### config.mk
export PLATFORM = sky130hd
export DESIGN_NAME = mem_port_arbiter
export DESIGN_NICKNAME = d
export VERILOG_FILES = /design/src/rtl/mem_arb_pkg.sv /design/src/rtl/mem_lane_align.sv /design/src/rtl/mem_port_arbiter.sv
export SDC_FILE = /design/constraint.sdc
export NUM_CORES = 1
export LEC_CHECK = 0
export ABC_AREA = 1
export BUFFER_PORTS_ARGS = -buffer_cell sky130_fd_sc_hd__buf_2
export CAP_MARGIN = 20
export CELL_PAD_IN_SITES_DETAIL_PLACEMENT = 1
export CELL_PAD_IN_SITES_GLOBAL_PLACEMENT = 1
export CORE_MARGIN = 3
export CORE_UTILIZATION = 35
export DETAILED_ROUTE_END_ITERATION = 8
export PLACE_DENSITY_LB_ADDON = 0.1
export SLEW_MARGIN = 0
export SYNTH_ARGS = -nofsm -noshare
export SYNTH_HDL_FRONTEND = slang
export SYNTH_SLANG_ARGS = --single-unit
### constraint.sdc
create_clock -name clk -period 3 [get_ports clk]
set_input_delay 0.45 -clock clk [delete_from_list [all_inputs] [get_ports clk]]
set_output_delay 0.45 -clock clk [all_outputs]
set_load 0.02 [all_outputs]
### src/rtl/mem_arb_pkg.sv
// Shared state encoding, byte-enable constants and the alignment check for mem_port_arbiter.
package mem_arb_pkg;

  typedef enum logic [1:0] {
    IDLE   = 2'd0,
    BUSY_I = 2'd1,
    BUSY_D = 2'd2,
    DONE   = 2'd3
  } arb_state_t;

  localparam logic [3:0] BE_WORD  = 4'b1111;
  localparam logic [3:0] BE_HALF0 = 4'b0011;

  // Byte accesses can never be misaligned; halves need addr[0] clear, words addr[1:0] clear.
  function automatic logic is_misaligned(input logic is_byte, input logic is_half,
                                         input logic [1:0] addr_lo);
    if (is_byte) return 1'b0;
    if (is_half) return addr_lo[0];
    return addr_lo != 2'b00;
  endfunction

endpackage

### src/rtl/mem_lane_align.sv
// Combinational lane steering: byte enables, store data replication, load lane extraction/extension.
module mem_lane_align import mem_arb_pkg::*; (
  input  logic        i_byte,
  input  logic        i_half,
  input  logic        i_sext,
  input  logic [1:0]  i_addr_lo,
  input  logic [31:0] i_wdata,
  input  logic [31:0] i_rdata,
  output logic [3:0]  o_be,
  output logic [31:0] o_wdata,
  output logic [31:0] o_rdata
);

  logic [31:0] w_lane;

  // Word accesses are always aligned here, so the shifted word equals the raw word.
  always_comb begin
    w_lane  = i_rdata >> {i_addr_lo, 3'b000};
    o_be    = BE_WORD;
    o_wdata = i_wdata;
    o_rdata = w_lane;
    if (i_byte) begin
      o_be    = 4'b0001 << i_addr_lo;
      o_wdata = {4{i_wdata[7:0]}};
      o_rdata = {{24{i_sext & w_lane[7]}}, w_lane[7:0]};
    end else if (i_half) begin
      o_be    = BE_HALF0 << i_addr_lo;
      o_wdata = {2{i_wdata[15:0]}};
      o_rdata = {{16{i_sext & w_lane[15]}}, w_lane[15:0]};
    end
  end

endmodule

### src/rtl/mem_port_arbiter.sv
// Shares one single-port memory between fetch and data; data wins, fetch forced after MAX_D_STREAK.
// Define MEM_ARB_STATS_EN to add the conflict / fetch-wait / forced-grant counters.
module mem_port_arbiter import mem_arb_pkg::*; #(
  parameter int MAX_D_STREAK = 4,
  parameter int ADDR_W       = 32
) (
  input  logic              clk,
  input  logic              rst_n,
  input  logic              i_req,
  input  logic [ADDR_W-1:0] i_addr,
  output logic              i_ack,
  output logic [31:0]       i_rdata,
  input  logic              d_req,
  input  logic              d_we,
  input  logic              d_byte,
  input  logic              d_half,
  input  logic              d_signextend,
  input  logic              d_sc_mask,
  input  logic [ADDR_W-1:0] d_addr,
  input  logic [31:0]       d_wdata,
  output logic              d_ack,
  output logic [31:0]       d_rdata,
  output logic              d_err,
  output logic              mem_req,
  output logic              mem_we,
  output logic [ADDR_W-1:0] mem_addr,
  output logic [3:0]        mem_be,
  output logic [31:0]       mem_wdata,
  input  logic              mem_ready,
  input  logic [31:0]       mem_rdata
`ifdef MEM_ARB_STATS_EN
  ,
  output logic [31:0]       stat_conflicts,
  output logic [31:0]       stat_i_wait,
  output logic [31:0]       stat_forced
`endif
);

  localparam int STREAK_W = $clog2(MAX_D_STREAK + 1);
  localparam logic [STREAK_W-1:0] STREAK_MAX = STREAK_W'(MAX_D_STREAK);

  arb_state_t          r_state;
  logic [STREAK_W-1:0] r_streak;
  logic                r_we, r_byte, r_half, r_sext;
  logic [1:0]          r_addr_lo;

  logic        w_streak_full, w_grant_d, w_grant_i, w_misalign;
  logic        w_la_byte, w_la_half, w_la_sext;
  logic [1:0]  w_la_addr_lo;
  logic [3:0]  w_be;
  logic [31:0] w_wdata, w_rdata;
  logic        w_unused_addr;

  assign w_streak_full = (r_streak == STREAK_MAX);
  assign w_grant_d     = (r_state == IDLE) && d_req && !(i_req && w_streak_full);
  assign w_grant_i     = (r_state == IDLE) && i_req && !w_grant_d;
  assign w_misalign    = is_misaligned(d_byte, d_half, d_addr[1:0]);
  assign w_unused_addr = &{1'b0, i_addr[1:0]};

  // Steer from live inputs at grant time, from the latched request while waiting on memory.
  assign w_la_byte    = (r_state == IDLE) ? d_byte       : r_byte;
  assign w_la_half    = (r_state == IDLE) ? d_half       : r_half;
  assign w_la_sext    = (r_state == IDLE) ? d_signextend : r_sext;
  assign w_la_addr_lo = (r_state == IDLE) ? d_addr[1:0]  : r_addr_lo;

  mem_lane_align u_lane_align (
    .i_byte    (w_la_byte),
    .i_half    (w_la_half),
    .i_sext    (w_la_sext),
    .i_addr_lo (w_la_addr_lo),
    .i_wdata   (d_wdata),
    .i_rdata   (mem_rdata),
    .o_be      (w_be),
    .o_wdata   (w_wdata),
    .o_rdata   (w_rdata)
  );

  always_ff @(posedge clk or negedge rst_n) begin
    if (!rst_n) begin
      r_state   <= IDLE;
      r_streak  <= '0;
      r_we      <= 1'b0;
      r_byte    <= 1'b0;
      r_half    <= 1'b0;
      r_sext    <= 1'b0;
      r_addr_lo <= '0;
      i_ack     <= 1'b0;
      d_ack     <= 1'b0;
      d_err     <= 1'b0;
      i_rdata   <= '0;
      d_rdata   <= '0;
      mem_req   <= 1'b0;
      mem_we    <= 1'b0;
      mem_addr  <= '0;
      mem_be    <= '0;
      mem_wdata <= '0;
    end else begin
      i_ack <= 1'b0;
      d_ack <= 1'b0;
      d_err <= 1'b0;
      case (r_state)
        IDLE: begin
          if (!i_req) r_streak <= '0;
          if (w_grant_d) begin
            r_we      <= d_we;
            r_byte    <= d_byte;
            r_half    <= d_half;
            r_sext    <= d_signextend;
            r_addr_lo <= d_addr[1:0];
            if (i_req && !w_streak_full) r_streak <= r_streak + 1'b1;
            if (w_misalign) begin
              d_ack   <= 1'b1;
              d_err   <= 1'b1;
              d_rdata <= '0;
              r_state <= DONE;
            end else if (d_we && d_sc_mask) begin
              d_ack   <= 1'b1;
              r_state <= DONE;
            end else begin
              mem_req   <= 1'b1;
              mem_we    <= d_we;
              mem_addr  <= {d_addr[ADDR_W-1:2], 2'b00};
              mem_be    <= w_be;
              mem_wdata <= w_wdata;
              r_state   <= BUSY_D;
            end
          end else if (w_grant_i) begin
            r_streak  <= '0;
            mem_req   <= 1'b1;
            mem_we    <= 1'b0;
            mem_addr  <= {i_addr[ADDR_W-1:2], 2'b00};
            mem_be    <= BE_WORD;
            mem_wdata <= '0;
            r_state   <= BUSY_I;
          end
        end
        BUSY_I: begin
          if (mem_ready) begin
            mem_req <= 1'b0;
            i_rdata <= mem_rdata;
            i_ack   <= 1'b1;
            r_state <= DONE;
          end
        end
        BUSY_D: begin
          if (mem_ready) begin
            mem_req <= 1'b0;
            mem_we  <= 1'b0;
            if (!r_we) d_rdata <= w_rdata;
            d_ack   <= 1'b1;
            r_state <= DONE;
          end
        end
        DONE:    r_state <= IDLE;
        default: r_state <= IDLE;
      endcase
    end
  end

`ifdef MEM_ARB_STATS_EN
  always_ff @(posedge clk or negedge rst_n) begin
    if (!rst_n) begin
      stat_conflicts <= '0;
      stat_i_wait    <= '0;
      stat_forced    <= '0;
    end else begin
      if ((r_state == IDLE) && i_req && d_req) stat_conflicts <= stat_conflicts + 32'd1;
      if (i_req && !i_ack) stat_i_wait <= stat_i_wait + 32'd1;
      if (w_grant_i && d_req) stat_forced <= stat_forced + 32'd1;
    end
  end
`endif

endmodule

## After elaboration in Yosys (flattened, before gate mapping)

Index checks and enable logic that the tools add are counted.

| storage, ports and cells | value |
|---|---|
| latch bits | 0 |
| memories kept | 0 |
| memory bits (writable) | 0 |
| bits in read-only memories | 0 |
| input bits | 138 |
| output and inout bits | 137 |
| register bits | 148 |
| logic and storage cells | 124 |

| operators by class | value |
|---|---|
| equality and inequality tests | 14 |
| shift-type cells | 3 |
| multiplexer cells | 64 |
| reduce and logical (&&, ||, !) cells | 23 |
| $mul | 0 |
| $lt $le $gt $ge | 0 |
| $add $sub $neg | 1 |
| bitwise logic cells | 2 |
| div/mod/pow operators | 0 |

Operators by type and width:

| kind | number |
|---|---|
| 32-bit 2-to-1 mux | 16 |
| 32-bit case mux with 2 select lines | 1 |
| 32-bit by 5-bit right shift with 32-bit output | 1 |
| 1-bit 2-to-1 mux | 29 |
| 4-bit 2-to-1 mux | 6 |
| 5-bit AND reduction | 3 |
| 3-bit 2-to-1 mux | 4 |
| 2-bit != test (second input constant) | 6 |
| 3-bit != test (second input constant) | 3 |
| 2-bit 2-to-1 mux | 4 |
| 2-bit nonzero test | 4 |
| 1-bit logical AND | 7 |
| 1-bit case mux with 2 select lines | 3 |
| 2-bit case mux with 3 select lines | 1 |
| 2-bit AND reduction | 3 |
| 2-bit == test (second input constant) | 2 |
| 4-bit AND reduction | 1 |
| 1-bit by 2-bit << shifter with 4-bit output (first input constant) | 1 |
| 2-bit by 2-bit << shifter with 4-bit output (first input constant) | 1 |
| 3-bit by 1-bit adder with 3-bit output (second input constant) | 1 |
| 3-bit == test (second input constant) | 1 |
| 1-bit logical NOT | 3 |
| 1-bit bitwise AND | 2 |
| 2-bit by 1-bit == test with 1-bit output (second input constant) | 1 |
| 3 further kinds | 3 |

## Depth between registers and ports, before layout

| logic depth | value |
|---|---|
| depth after elaboration | 9 |
| gate-level depth with buffers | 13 |
| gate-level depth less buffers | 11 |

## By module

A second synthesis with hierarchy kept.

| second synthesis, totals | value |
|---|---|
| cell total of the unflattened synthesis | 1,142 |
| area total of the unflattened synthesis | 8,044.0 um2 |

Modules (own cells, without submodules):

| module | sequential area each (um2) | area each (um2) | times used | cells each |
|---|---|---|---|---|
| mem_port_arbiter | 3,653.5 | 6,620.1 | 1 | 842 |
| mem_lane_align | 0.0 | 1,423.9 | 1 | 300 |

## Worst setup path before layout

No wires, ideal clock.

| timing path | value |
|---|---|
| kind | flip-flop to flip-flop |
| start point | reg r_state[0] |
| end point | reg mem_be[2] |
| setup slack | 835 ps |
| arrival | 2,041 ps |
| required time | 2,876 ps |
| buffers on the path | 2 |
| stages on the path, launching flop included | 12 |
| clock period less this slack | 2,165 ps |
| library setup time | 124 ps |
| cells stage by stage | dfrtp_1 > inv_1 > ha_1 > buf_4 > nor2_1 > nor2_2 > buf_1 > ha_1 > o21ai_0 > nand2_1 > a21oi_1 > a21oi_1 |

| between the ends | value |
|---|---|
| word-level cells in the longest chain between the ends | 8 |
| elaborated cells on any way between the ends | 20 |
| those cells by class | eq/ne: 2; shift: 2; mux: 8; reduce/logical: 8 |

RTL lines:

| element | line | text |
|---|---|---|
| start, declared | mem_port_arbiter.sv:42 | `arb_state_t r_state;` |
| start signal, assigned | mem_port_arbiter.sv:80 | `r_state <= IDLE;` |
| start signal, assigned | mem_port_arbiter.sv:115 | `r_state <= DONE;` |
| start signal, assigned | mem_port_arbiter.sv:118 | `r_state <= DONE;` |
| 2-bit logical NOT * | - |  |
| 2-bit 2-to-1 mux | mem_port_arbiter.sv:64 | `assign w_la_addr_lo = (r_state == IDLE) ? d_addr[1:0] : r_addr_lo;` |
| 2-bit by 2-bit << shifter with 4-bit output | mem_lane_align.sv:27 | `o_be = BE_HALF0 << i_addr_lo;` |
| 4-bit 2-to-1 mux | mem_lane_align.sv:26 | `end else if (i_half) begin` |
| 4-bit 2-to-1 mux | mem_lane_align.sv:22 | `if (i_byte) begin` |
| 4-bit 2-to-1 mux | mem_port_arbiter.sv:116 | `end else if (d_we && d_sc_mask) begin` |
| 4-bit 2-to-1 mux | mem_port_arbiter.sv:111 | `if (w_misalign) begin` |
| 4-bit 2-to-1 mux | mem_port_arbiter.sv:104 | `if (w_grant_d) begin` |
| end signal, assigned | mem_port_arbiter.sv:123 | `mem_be <= w_be;` |
| end, declared | mem_port_arbiter.sv:27 | `output logic [3:0] mem_be,` |

Mark *: on every way between the ends. The rest lies on a longest branch, timed or not. The select of a mux whose other input is x is not followed.
A chain may end at the register's enable or synchronous reset.

## Final worst setup path

| timing path | value |
|---|---|
| start point | reg r_state[0] |
| end point | reg d_rdata[8] |

| between the ends | value |
|---|---|
| word-level cells in the longest chain between the ends | 8 |
| elaborated cells on any way between the ends | 20 |
| those cells by class | eq/ne: 5; shift: 1; mux: 8; bitwise: 1; reduce/logical: 5 |

RTL lines:

| element | line | text |
|---|---|---|
| 2-bit logical NOT | - |  |
| 2-bit 2-to-1 mux | mem_port_arbiter.sv:64 |  |
| 32-bit by 5-bit right shift with 32-bit output | mem_lane_align.sv:18 | `w_lane = i_rdata >> {i_addr_lo, 3'b000};` |
| 32-bit 2-to-1 mux or 1-bit bitwise AND (tied branches) | mem_lane_align.sv:26, mem_lane_align.sv:25 |  |
| 32-bit 2-to-1 mux | mem_lane_align.sv:22 |  |
| 32-bit 2-to-1 mux | mem_port_arbiter.sv:149 | `if (!r_we) d_rdata <= w_rdata;` |
| 32-bit 2-to-1 mux | mem_port_arbiter.sv:146 | `if (mem_ready) begin` |
| 32-bit case mux with 2 select lines | mem_port_arbiter.sv:101 | `case (r_state)` |
| end signal, assigned | mem_port_arbiter.sv:149 |  |
| end, declared | mem_port_arbiter.sv:22 | `output logic [31:0] d_rdata,` |

Several ways; a longest one is shown, not always the timed one. The select of a mux whose other input is x is not followed.

==> impl_metrics.tcl <==
set metrics [dict create \
    reg2regPathDepth 9 \
    combPwrFrac_pct 50.7 \
    dieArea_um2 21900 \
    core_area_um2 19700 \
    cellLeakagePower_uw 0.00494 \
    wire_per_inst_um 17.5 \
    ys_top_cells_by_area "dfrtp_1 52%, nand2_1 14%, o21ai_0 6.9%" \
    std_cell_rows 51 \
    n_fill_cell 2495 \
    num-nets-final 1283 \
    setup_viol 0 \
    reg2reg_to "d_rdata[8]" \
    worstReg2RegStart "r_state[0]" \
    drive_above_1_share_pct 29.4 \
    worst-path-buf-inv 2 \
    ys_top_cells_by_count "259 x nand2_1, 146 x dfrtp_1, 98 x o21ai_0" \
    period_share_pct 87.5 \
    fin_tns_setup_ns 0 \
    critPathMaxStageDelay_ns 0.56 \
    synth_top_area_share_pct 51.7 \
    hpwlAfterDp_um 18200 \
    clk_latency_ns 0.42 \
    clock_sinks 146 \
    cap_viol_max_count 0 \
    dieWidth_um 148 \
    seqCellArea_um2 3650 \
    crit_family "simple AND/OR/NAND/NOR gates" \
    drv_slew 0 \
    ys.flop_type "dfrtp_1" \
    power.internal_uw 5660 \
    yosysTopAreaCell "dfrtp_1" \
    synth-seq-cells 146 \
    max_freq_mhz 381 \
    dieHeight_um 148 \
    clkPwrFrac_pct 19.5 \
    r2r_slack_ns 0.38 \
    critical_path.endpoint_type "register" \
    fin_crit_ns 2.62 \
    cts_tree "built" \
    fin_cells 1414 \
    arrival_ns 2.92 \
    crit_chain "inv_1, ha_1, buf_4, o21ai_2, nand3_1, nand3_1, nand2_2, nand2_1, o21ai_0" \
    power.switching_uw 5140 \
    syn2layout_area_growth_pct 30.8 \
    seq_area_frac_synth_pct 51.7 \
    seqPwrFrac_pct 29.8 \
    cts.clk_slew.worst_paths_ns 0.06 \
    antenna_found_initial 2 \
    cts_resized 0 \
    multi_input_area_um2 2850 \
    htree_levels 4 \
    grt_max_degree 112 \
    gr-usage-all-layers_pct 22.4 \
    postRouteAntennaNets 0 \
    syn_inst 879 \
    max_slew_margin_pct 54.4 \
    synth_cell_types 32 \
    grt_setup_unrepaired "no" \
    num_io_pins 275 \
    synth_edf_count 0 \
    numCtsBuffers 17 \
    start_util_pct 36.0 \
    max_slew.worst_pin.slew_ns 0.685 \
    vias 6964 \
    wirelength_um 24800 \
    yosysMostFrequentCell "nand2_1" \
    status "finished, final reports clean" \
    start_kind "register" \
    worstSetupPathType "register to register" \
    vdd_drop_max_uv 472 \
    fin_skew_ns 0.00775 \
    hold_viol 0 \
    syn_avg_cell_area_um2 8.05 \
    grt_pass1_vias 6900 \
    grt_overflow_total 0 \
    hold_class "input pin to asynchronous set/reset pin" \
    drt-initial-drc-count 306 \
    syn_area_um2 7070 \
    firstDrtPassIters 4 \
    cts_root_buf "clkbuf_16" \
    cp_data_required_time_ns 3.29 \
    clk_path_buf_depth 2 \
    cp_max_fo 17 \
    routabilityCongestion 0.830 \
    ys_warn_count 0 \
    async_flop_share_pct 100 \
    postCtsHoldBufs 0 \
    drc 0 \
    grt_pass1_wl_um 38700 \
    crit_top_cell "nand3_1" \
    swShare_pct 47.6 \
    viasPerCell 4.93 \
    cp_slowest_cell "o21ai_2" \
    cellPowerDensity_nw_per_um2 1170 \
    cts_setup_buffers 0 \
    placedCellCount 1380 \
    port_buffers 270 \
]
area by class of cell:
cell class	count	share of cell area, %
clock buffers	19	4.90
flip-flops and latches	146	39.5
inverters	81	3.29
repair buffers	289	16.5
well taps	265	3.58
diodes	2	0.0541
multi-input cells	599	30.8
clock inverters	13	1.38
through the flow:
stage                     hold WS, ns  worst slack (ns)  cell area, um2  total power, uW  util (%)
after floorplan                 0.154             0.835            7080             6870         -
after global placement          0.460             0.406            8670             8620      44.1
after detailed placement        0.462             0.323            8670             8770      44.1
after CTS                      0.0398             0.332            9250            10900      47.0
after global routing           0.0644            0.0948            9250            11600      47.1
final                         0.00390             0.376            9250            10800      47.1
sequential cells by signal (all words and copies together), names as in the netlist, 2 cells and up:
register,count
d_rdata,32
i_rdata,32
mem_wdata,32
mem_addr,30
mem_be,4
r_streak,3
r_addr_lo,2
r_state,2
worst max path at each step:
stage	startpoint	endpoint	slack (ns)	depth (start not counted)
after global routing	r_state[0]	d_rdata[13]	0.09	9
final	r_state[0]	d_rdata[8]	0.38	9
after floorplan	r_state[0]	mem_be[2]	0.84	11
after CTS	r_state[0]	d_rdata[13]	0.33	9
after detailed placement	r_state[0]	d_rdata[13]	0.32	9
after global placement	r_state[0]	d_rdata[8]	0.41	9
routing by layer:
layer	part of all wire (%)	GRT usage [%]	vias up
met1	46	31.7	3347
met3	6.8	5.55	22
li1	-	-	3393
met2	45	34.2	202
met4	1.6	6.42	0
met5	0	0	-
power groups by stage:
stage               Clock (uW)  Sequential, uW  Combinational, uW
finish                    2110            3220               5470
global route              2250            3320               6080
CTS                       2150            3220               5530
detailed placement           0            3240               5520
global placement             0            3220               5410
floorplan                    0            4140               2730
cells by family after synthesis:
group / after synthesis / synth area share, %
compound gates: 213 / 16.8
xor+xnor: 1 / 0.124
buf+inv: 135 / 8.23
fa+ha+maj: 11 / 1.95
other cells: 1 / 0.0530
simple gates: 372 / 21.2
flops: 146 / 51.7
cells in the final DEF, fill, tap and decap left out, types with 2 or more instances in the layout:
master	count
nand2_1	259
nand2_2	3
ha_1	11
nand3_2	2
o211ai_1	11
a31oi_1	33
a211oi_1	2
a21oi_1	40
buf_12	2
diode_2	2
o31ai_1	6
o22ai_1	19
nand4_1	16
inv_2	6
nor2_1	67
inv_6	3
dfrtp_1	146
nand3_1	20
conb_1	2
clkinvlp_4	3
clkinv_4	5
o21ai_0	97
nor2_2	2
clkbuf_16	17
inv_1	75
buf_4	17
clkbuf_8	2
buf_2	269
No activity file was read; power rests on OpenSTA's default activity.
